<file path="src/rtl/ps2_frame_rx_if.sv">
// Key-code bus from the PS/2 receiver to the keyboard decode stage.
// Latency: n/a (wiring only).
// Backpressure: none; the consumer must take each ready strobe as it occurs.
`timescale 1ns/1ps
interface ps2_frame_rx_if;
  logic [9:0] ps2_out;  // {ext, brk, scan[7:0]}
  logic       ready;    // one-cycle strobe, ps2_out just updated
  logic       err;      // one-cycle strobe, frame rejected or abandoned
  logic       busy;     // frame in progress

  modport master (output ps2_out, ready, err, busy);
  modport slave  (input  ps2_out, ready, err, busy);
endinterface

</file>
<file path="src/rtl/ps2_frame_rx.sv">
// PS/2 device-to-host deframer: sync + clock filter, 11-bit frames, E0/F0 folded into a 10-bit code.
// Latency: ready one clk after the filtered falling edge of the stop bit (2+FILTER_LEN+1 clk from the pin edge).
// Backpressure: none; codes are strobed out once. Build option PS2_PARITY_CHECK_EN rejects bad-parity frames.
`timescale 1ns/1ps
module ps2_frame_rx #(
  parameter int FILTER_LEN  = 8,
  parameter int TIMEOUT_CYC = 20000
) (
  input  logic            clk,
  input  logic            rst,
  input  logic            ps2_clk,
  input  logic            ps2_data,
  ps2_frame_rx_if.master  rx_if
);

  localparam int FW = $clog2(FILTER_LEN + 1);
  localparam int TW = $clog2(TIMEOUT_CYC + 1);

`ifdef PS2_PARITY_CHECK_EN
  localparam bit PAR_CHK = 1'b1;
`else
  localparam bit PAR_CHK = 1'b0;
`endif

  typedef enum logic [1:0] {IDLE, DATA, PARITY, STOP} state_t;

  state_t          state, state_nxt;
  logic            clk_s1, clk_s2, dat_s1, dat_s2;
  logic            filt;
  logic [FW-1:0]   flt_cnt;
  logic            flip, fall;
  logic [TW-1:0]   to_cnt;
  logic            timeout;
  logic [7:0]      shreg;
  logic [2:0]      bit_cnt;
  logic            par_bit;
  logic            ext, brk;
  logic            par_ok, frame_ok;

  // FSM-derived controls
  logic            start_go, shift_en, par_en, stop_go;
  logic            pub_go, err_go, set_ext, set_brk;

  // Two-FF synchronisers; preset high so a reset looks like an idle bus.
  always_ff @(posedge clk or negedge rst) begin
    if (!rst) begin
      clk_s1 <= 1'b1;
      clk_s2 <= 1'b1;
      dat_s1 <= 1'b1;
      dat_s2 <= 1'b1;
    end else begin
      clk_s1 <= ps2_clk;
      clk_s2 <= clk_s1;
      dat_s1 <= ps2_data;
      dat_s2 <= dat_s1;
    end
  end

  // A level change is accepted on the FILTER_LEN-th consecutive differing sample.
  assign flip = (clk_s2 != filt) && (flt_cnt == FW'(FILTER_LEN - 1));
  assign fall = flip && filt;

  // Clock glitch filter: any sample equal to the current level restarts the run.
  always_ff @(posedge clk or negedge rst) begin
    if (!rst) begin
      filt    <= 1'b1;
      flt_cnt <= '0;
    end else if (clk_s2 == filt) begin
      flt_cnt <= '0;
    end else if (flip) begin
      filt    <= clk_s2;
      flt_cnt <= '0;
    end else begin
      flt_cnt <= flt_cnt + 1'b1;
    end
  end

  // Inter-edge watchdog; only runs while a frame is open, restarts on every fall.
  assign timeout = (state != IDLE) && (to_cnt == TW'(TIMEOUT_CYC));

  // Timeout counter.
  always_ff @(posedge clk or negedge rst) begin
    if (!rst)                                    to_cnt <= '0;
    else if (state == IDLE || fall || timeout)   to_cnt <= '0;
    else                                         to_cnt <= to_cnt + 1'b1;
  end

  // State register.
  always_ff @(posedge clk or negedge rst) begin
    if (!rst) state <= IDLE;
    else      state <= state_nxt;
  end

  // Next state: timeout wins over a coincident fall.
  always_comb begin
    state_nxt = state;
    if (timeout) begin
      state_nxt = IDLE;
    end else if (fall) begin
      case (state)
        IDLE:    if (!dat_s2) state_nxt = DATA;
        DATA:    if (bit_cnt == 3'd7) state_nxt = PARITY;
        PARITY:  state_nxt = STOP;
        STOP:    state_nxt = IDLE;
        default: state_nxt = IDLE;
      endcase
    end
  end

  // Odd parity over data+parity means the XOR of all nine bits is 1.
  assign par_ok   = ^{shreg, par_bit};
  assign frame_ok = dat_s2 && (par_ok || !PAR_CHK);

  // Output decode: per-cycle actions for the datapath below.
  always_comb begin
    start_go = 1'b0;
    shift_en = 1'b0;
    par_en   = 1'b0;
    stop_go  = 1'b0;
    if (fall && !timeout) begin
      case (state)
        IDLE:    start_go = !dat_s2;
        DATA:    shift_en = 1'b1;
        PARITY:  par_en   = 1'b1;
        STOP:    stop_go  = 1'b1;
        default: ;
      endcase
    end
    set_ext = stop_go && frame_ok && (shreg == 8'hE0);
    set_brk = stop_go && frame_ok && (shreg == 8'hF0);
    pub_go  = stop_go && frame_ok && (shreg != 8'hE0) && (shreg != 8'hF0);
    err_go  = timeout || (stop_go && !frame_ok);
  end

  assign rx_if.busy = (state != IDLE);

  // Shift register, bit counter and parity capture.
  always_ff @(posedge clk or negedge rst) begin
    if (!rst) begin
      shreg   <= '0;
      bit_cnt <= '0;
      par_bit <= 1'b0;
    end else begin
      if (start_go) bit_cnt <= '0;
      if (shift_en) begin
        shreg   <= {dat_s2, shreg[7:1]};  // LSB arrives first
        bit_cnt <= bit_cnt + 3'd1;
      end
      if (par_en) par_bit <= dat_s2;
    end
  end

  // Prefix flags, published code and the ready/err strobes.
  always_ff @(posedge clk or negedge rst) begin
    if (!rst) begin
      ext           <= 1'b0;
      brk           <= 1'b0;
      rx_if.ps2_out <= '0;
      rx_if.ready   <= 1'b0;
      rx_if.err     <= 1'b0;
    end else begin
      rx_if.ready <= pub_go;
      rx_if.err   <= err_go;
      if (pub_go) rx_if.ps2_out <= {ext, brk, shreg};
      if (pub_go || err_go) begin
        ext <= 1'b0;
        brk <= 1'b0;
      end else begin
        if (set_ext) ext <= 1'b1;
        if (set_brk) brk <= 1'b1;
      end
    end
  end

endmodule

</file>
<file path="src/flat_wrapper.sv">
// flat-port wrapper written by rule: the top's interface ports become plain ports
module ps2_frame_rx_flat 
#(
  parameter int FILTER_LEN  = 8,
  parameter int TIMEOUT_CYC = 20000
)
  (clk, rst, ps2_clk, ps2_data, rx_if_ps2_out, rx_if_ready, rx_if_err, rx_if_busy);
  ps2_frame_rx_if rx_if_i ();
  input  logic clk;
  input  logic rst;
  input  logic ps2_clk;
  input  logic ps2_data;
  output wire logic [$bits(rx_if_i.ps2_out)-1:0] rx_if_ps2_out;
  output wire logic [$bits(rx_if_i.ready)-1:0] rx_if_ready;
  output wire logic [$bits(rx_if_i.err)-1:0] rx_if_err;
  output wire logic [$bits(rx_if_i.busy)-1:0] rx_if_busy;
  assign rx_if_ps2_out = rx_if_i.ps2_out;
  assign rx_if_ready = rx_if_i.ready;
  assign rx_if_err = rx_if_i.err;
  assign rx_if_busy = rx_if_i.busy;
  ps2_frame_rx #(.FILTER_LEN(FILTER_LEN), .TIMEOUT_CYC(TIMEOUT_CYC)) u_core (.clk(clk), .rst(rst), .ps2_clk(ps2_clk), .ps2_data(ps2_data), .rx_if(rx_if_i));
endmodule
</file>
<file path="config.mk">
export PLATFORM = sky130hd
export DESIGN_NAME = ps2_frame_rx_flat
export DESIGN_NICKNAME = d
export VERILOG_FILES = /design/src/rtl/ps2_frame_rx_if.sv /design/src/rtl/ps2_frame_rx.sv /design/src/flat_wrapper.sv
export SDC_FILE = /design/constraint.sdc
export NUM_CORES = 1
export LEC_CHECK = 0
export ABC_AREA = 1
export CAP_MARGIN = 40
export CORE_ASPECT_RATIO = 2
export CORE_MARGIN = 1.5
export CORE_UTILIZATION = 58
export DETAILED_ROUTE_END_ITERATION = 10
export PLACE_DENSITY = 0.91
export SLEW_MARGIN = 10
export SYNTH_ARGS = -nofsm -noshare
export SYNTH_HDL_FRONTEND = slang
export SYNTH_SLANG_ARGS = --single-unit
</file>
<file path="constraint.sdc">
create_clock -name clk -period 1.72 [get_ports clk]
set_input_delay 0.344 -clock clk [delete_from_list [all_inputs] [get_ports clk]]
set_output_delay 0.344 -clock clk [all_outputs]
set_load 0.02 [all_outputs]
</file>
==> results of run 1 <==
==> through the flow <==
step	cells	power [mW]
floorplan	291	1.37
global placement	365	1.42
finish	381	2.16
CTS	374	2.17
detailed placement	365	1.44
global route	381	2.23
==> Yosys cell counts, types with 3 or more instances <==
library cell / instances / share of area (%)
o21ai_0: 8 / 1.6
inv_2: 8 / 1.2
nor3_1: 8 / 1.6
ha_1: 10 / 4.9
a21oi_1: 7 / 1.4
inv_1: 32 / 4.7
nand3_1: 6 / 1.2
o21ai_2: 8 / 2.8
nand2_1: 78 / 11
dfstp_2: 5 / 5.2
buf_6: 3 / 1.3
nor2_4: 3 / 1.3
nand4_1: 6 / 1.5
nor2_1: 36 / 5.3
nor3_2: 3 / 1.2
nor4_1: 3 / 0.74
nand2_2: 4 / 0.98
dfrtp_1: 46 / 45
==> worst paths after layout <==
path	startpoint	to	slack, ns	cells past startpoint
worst max-delay path	u_core.rx_if.ps2_out[5]	rx_if_ps2_out[5]	0.04	1
worst min-delay path	u_core.clk_s1	u_core.clk_s2	0.36	0
worst max register to register	u_core.to_cnt[1]	u_core.brk	0.06	10
worst min register to register	u_core.clk_s1	u_core.clk_s2	0.36	0
max in group asynchronous	rst	u_core.dat_s2	0.60	3
min in group asynchronous	rst	u_core.rx_if.ps2_out[2]	0.52	2
==> cell families after synthesis <==
kind of cell | count (synthesis)
compound gates | 30
fa+ha+maj | 10
xor+xnor | 1
flops | 51
simple gates | 155
buf+inv | 44
==> registers in the layout, indices dropped and copies added, names as in the netlist <==
| name | cells |
|---|---|
| u_core.bit_cnt | 3 |
| u_core.brk | 1 |
| u_core.clk_s1 | 1 |
| u_core.clk_s2 | 1 |
| u_core.dat_s1 | 1 |
| u_core.dat_s2 | 1 |
| u_core.ext | 1 |
| u_core.filt | 1 |
| u_core.flt_cnt | 4 |
| u_core.rx_if.err | 1 |
| u_core.rx_if.ps2_out | 10 |
| u_core.rx_if.ready | 1 |
| u_core.shreg | 8 |
| u_core.state | 2 |
| u_core.to_cnt | 15 |
==> what timing repair did <==
item,in CTS,in global routing
buffers inserted,0,7
hold endpoints to repair,17,0
hold buffers,1,0
pin swaps,0,5
resized for setup,4,12
endpoints found under the setup margin,3,31
==> report_power, final <==
group | switching [mW] | internal (mW) | total (mW)
logic | 0.0886 | 0.0511 | 0.140
registers | 0.0343 | 1.25 | 1.28
clock network | 0.409 | 0.329 | 0.738
==> layer usage <==
metal  share of wire, %  vias up  track usage, %
met5                  0        -               0
met4                4.2        0            15.2
met3                3.2       25            3.40
met2                 57       64            43.4
met1                 35     1044            27.6
li1                   -      992               -
==> cell type report <==
cell class | count | area (µm²) | area share (%)
clock buffer | 6 | 82.6 | 2.74
clock inverter | 2 | 16.3 | 0.539
inverter | 41 | 158 | 5.23
multi-input combinational | 196 | 1110 | 36.8
sequential | 51 | 1280 | 42.5
tap | 54 | 67.6 | 2.24
timing repair buffer | 31 | 300 | 9.95
==> flow_summary.ini, run 1 <==
[routing]
drtAntennaViolNets = 0
detail_route.wl_per_cell_um = 15.0
viasPerCell = 5.58
drc = 0
routed_wirelength_um = 5720
vias = 2125
dr.pass1.iters = 5
drt_iter0_markers = 76

[logic_synthesis]
ys_seq_elements = 51
synth_xor_area_share_pct = 0.344
postSynthAreaPerCell_um2 = 8.75
synthAdderAreaFrac_pct = 4.91
yosys.area_share.simple_pct = 29.2
synth-edff-count = 0
syn_inst = 291
synth-main-ff-cell = dfrtp_1
ys_warn_count = 0
synth_top_family_by_area = simple AND/OR/NAND/NOR gates
syn_nets = 305
synth_mux_area_share_pct = 0
synth-compound-area-share_pct = 7.71
async_flop_share_pct = 100
synthDistinctLibCells = 31
seq_area_frac_synth_pct = 50.4
syn_area_um2 = 2550

[finish]
syn_to_final_growth_pct = 18.5
final_cell_mix = 77 x nand2_1, 46 x dfrtp_1, 35 x nor2_1
fin_nets = 340
final_common_cell = nand2_1
final_area_um2 = 3020
diodes = 0
drive_gt1_share_pct = 21.1
fill_cells = 304
final_util_pct = 70.2

[timing]
fin_crit_ns = 1.68
max_freq_mhz = 597
drv_slew = 0
tightestPinTransition_ns = 0.481
hold_ws_ns = 0.360
fin_crit_sh_pct = 97.4
worst_slack_ns = 0.0443
tns_ns = 0
hold_violations = 0
slew-limit-headroom_pct = 67.9
setup_viol = 0
fin_skew_ns = 0.00835

[global_route]
gr-total-overflow = 0
grt_first_pass_wirelength_um = 9200
first_global_vias = 2042
antenna_found_initial = 0
grt_usage_pct = 24.9
grt_max_degree = 33

[placed_design]
place_area_um2 = 2810
port_buffers = 16
pre_cts_ws_ns = -0.0111
dp_hpwl_um = 3950
gp_congestion = 0.949

[floorplanning]
num_rows = 34
core_um2 = 4300
start_util_pct = 59.3
die_height_um = 96.7
dieWidth_um = 49.9
pin_count = 17
die_area_um2 = 4820

[power_and_ir_drop]
ir_worst_vdd_mv = 0.578
leakage_nw = 1.41
power_density_nw_per_um2 = 716

[flow_run]
cap_violations = 0

[worst_setup_path]
cpLargestDelayFamily = buffers and inverters
crit_fanout = 2
cp-end-kind = primary output
arrival_ns = 1.33
criticalPathCategory = reg -> out
path_cells = clkdlybuf4s50_1
cp_num_buf_inv = 1
required_ns = 1.38
slowest_stage = clkdlybuf4s50_1
critical-path-max-stage-delay_ns = 0.65
startpoint_type = register

[clock_tree]
clock-root-buffer = clkbuf_8
worstSkewPairLatency_ns = 0.31
cts_tree = yes
numCtsBuffers = 5
clk_path_buf_depth = 2
htreeDepth = 2
clock_sinks = 51
cts.clk_slew.worst_paths_ns = 0.09

[hold_path]
hold_path_class = reg -> reg

[run_status]
outcome = complete, no violations
Note: power is estimated with default switching activity, not from simulation.
==> run 2: changes to the inputs <==
SLEW_MARGIN = unset   (was 10)
==> results of run 2 <==
Same layout as run 1: the final DEF is identical, and so are final timing and power.
==> run 3: changes to the inputs <==
ABC_CLOCK_PERIOD_IN_PS = 1720   (was unset)
CORE_ASPECT_RATIO = 1.25   (was 2)
==> run 3 against run 2 <==
Sequential power barely moved. Die area fell by 0.45%. Critical path depth did not move. Via count fell by 6.9%. First-iteration DRC count rose by 30%. Sequential share of layout area rose by 1.0 points. Final area fell by 2.4%. Clock-buffer cell count did not move. Hold slack got worse by 0.35 ns. Flip-flop and latch count did not move. Worst setup slack improved by 0.028 ns. Utilization rose by 0.52 points. Critical endpoint is now rx_if_ps2_out[2].
==> flow_summary.ini, run 3 (synthesis results as in run 1) <==
[clock_tree]
numCtsBuffers = 5
clock_sinks = 51
hold_buffers = 0
htreeDepth = 2
clock-root-buffer = clkbuf_8
cts.clk_slew.worst_paths_ns = 0.09
clk_path_buf_depth = 2
cts_tree = yes
worstSkewPairLatency_ns = 0.31

[global_route]
grt_max_degree = 52
first_global_vias = 2025
grt_usage_pct = 22.2
gr-total-overflow = 0
grt_first_pass_wirelength_um = 8360
antenna_found_initial = 0

[placed_design]
post-place-cells = 366
gp_congestion = 0.935
place_area_um2 = 2810
dp_hpwl_um = 3600
pre_cts_ws_ns = -0.00649
port_buffers = 16

[routing]
dr.pass1.iters = 4
vias = 1978
drt_iter0_markers = 99
drtAntennaViolNets = 0
viasPerCell = 5.26
detail_route.wl_per_cell_um = 12.9
routed_wirelength_um = 4870
drc = 0

[timing]
slew-limit-headroom_pct = 76.2
max_freq_mhz = 607
grt_setup_unrepaired = true
setup_viol = 0
worst_slack_ns = 0.0721
fin_skew_ns = 0.00855
hold_ws_ns = 0.0103
hold_violations = 0
fin_crit_ns = 1.65
tightestPinTransition_ns = 0.354
fin_crit_sh_pct = 95.8
drv_slew = 0
tns_ns = 0

[floorplanning]
pin_count = 17
num_rows = 26
die_area_um2 = 4800
start_util_pct = 61.1
die_height_um = 77.1
core_um2 = 4160
dieWidth_um = 62.3

[finish]
final_util_pct = 70.7
regMostFlops = u_core.to_cnt
final_cell_mix = 78 x nand2_1, 46 x dfrtp_1, 36 x nor2_1
diodes = 0
fill_cells = 316
largest_reg_flops = 15
syn_to_final_growth_pct = 15.7
final_cells = 376
final_area_um2 = 2950
drive_gt1_share_pct = 17.8
top_regs = u_core.to_cnt: 15 flops, u_core.rx_if.ps2_out: 10 flops, u_core.shreg: 8 flops
final_common_cell = nand2_1
fin_nets = 333

[worst_setup_path]
critical-path-max-stage-delay_ns = 0.62
r2r_end = u_core.to_cnt[14]
crit_fanout = 2
criticalPathCategory = reg -> out
cpLargestDelayFamily = buffers and inverters
worstSetupStartpoint = u_core.rx_if.ps2_out[2]
required_ns = 1.38
slowest_stage = clkdlybuf4s50_1
reg2reg_from = u_core.to_cnt[0]
rr_worst_depth = 11
cp.depth = 1
reg2reg_setup_slack_ns = 0.10
cp_num_buf_inv = 1
startpoint_type = register
arrival_ns = 1.30
crit_path_end = rx_if_ps2_out[2]
path_cells = clkdlybuf4s50_1
cp-end-kind = primary output

[power_and_ir_drop]
power_density_nw_per_um2 = 756
leakage_nw = 1.39
ir_worst_vdd_mv = 0.693
power_mw = 2.23

[run_status]
outcome = complete, no violations

[flow_run]
cap_violations = 0

[hold_path]
hold_path_class = in -> async
run 3: cell count changes in the layout (fill, tap and decap cells not counted), sizes merged:
cell / previous run / this run
clkinv: 2 / 1
dlygate4sd3: 1 / 0
clkbuf: 6 / 7
bufinv: 0 / 1
buf: 15 / 9
clkdlybuf4s15: 1 / 0
run 3: power by group:
group | switching (mW) | internal (mW) | total [mW]
clock network | 0.384 | 0.434 | 0.818
registers | 0.0315 | 1.25 | 1.28
logic | 0.0825 | 0.0474 | 0.130
total | 0.498 | 1.73 | 2.23
run 3: repair_timing:
action / 4_1_cts / 5_1_grt
resized for setup: 3 / 3
setup buffers: 0 / 2
setup endpoints to repair: 5 / 15
run 3: final cells by class:
type	instances	area (µm²)	area share [%]
Clock inverter	2	37.5	1.27
Inverter	41	155	5.27
Sequential cell	51	1280	43.5
Timing Repair Buffer	24	235	7.99
Multi-Input combinational cell	196	1090	37.1
Tap cell	56	70.1	2.38
Clock buffer	6	72.6	2.46
run 3: layer usage:
layer / track usage (%) / up-vias / wire [µm]
li1: - / 986 / -
met1: 25.1 / 932 / 1940
met2: 39.9 / 43 / 2590
met3: 2.93 / 17 / 182
met4: 13.3 / 0 / 148
met5: 0 / - / 0
run 3: how the worst min path moves through the flow:
| stage | startpoint | end | slack, ns | cells past startpoint |
|---|---|---|---|---|
| floorplan | rst | u_core.bit_cnt[0] | 0.05 | 0 |
| global placement | rst | u_core.to_cnt[11] | 0.35 | 2 |
| detailed placement | rst | u_core.rx_if.err | 0.35 | 2 |
| CTS | rst | u_core.bit_cnt[0] | 0.02 | 2 |
| global route | rst | u_core.to_cnt[10] | 0.03 | 2 |
| finish | rst | u_core.to_cnt[10] | 0.01 | 2 |
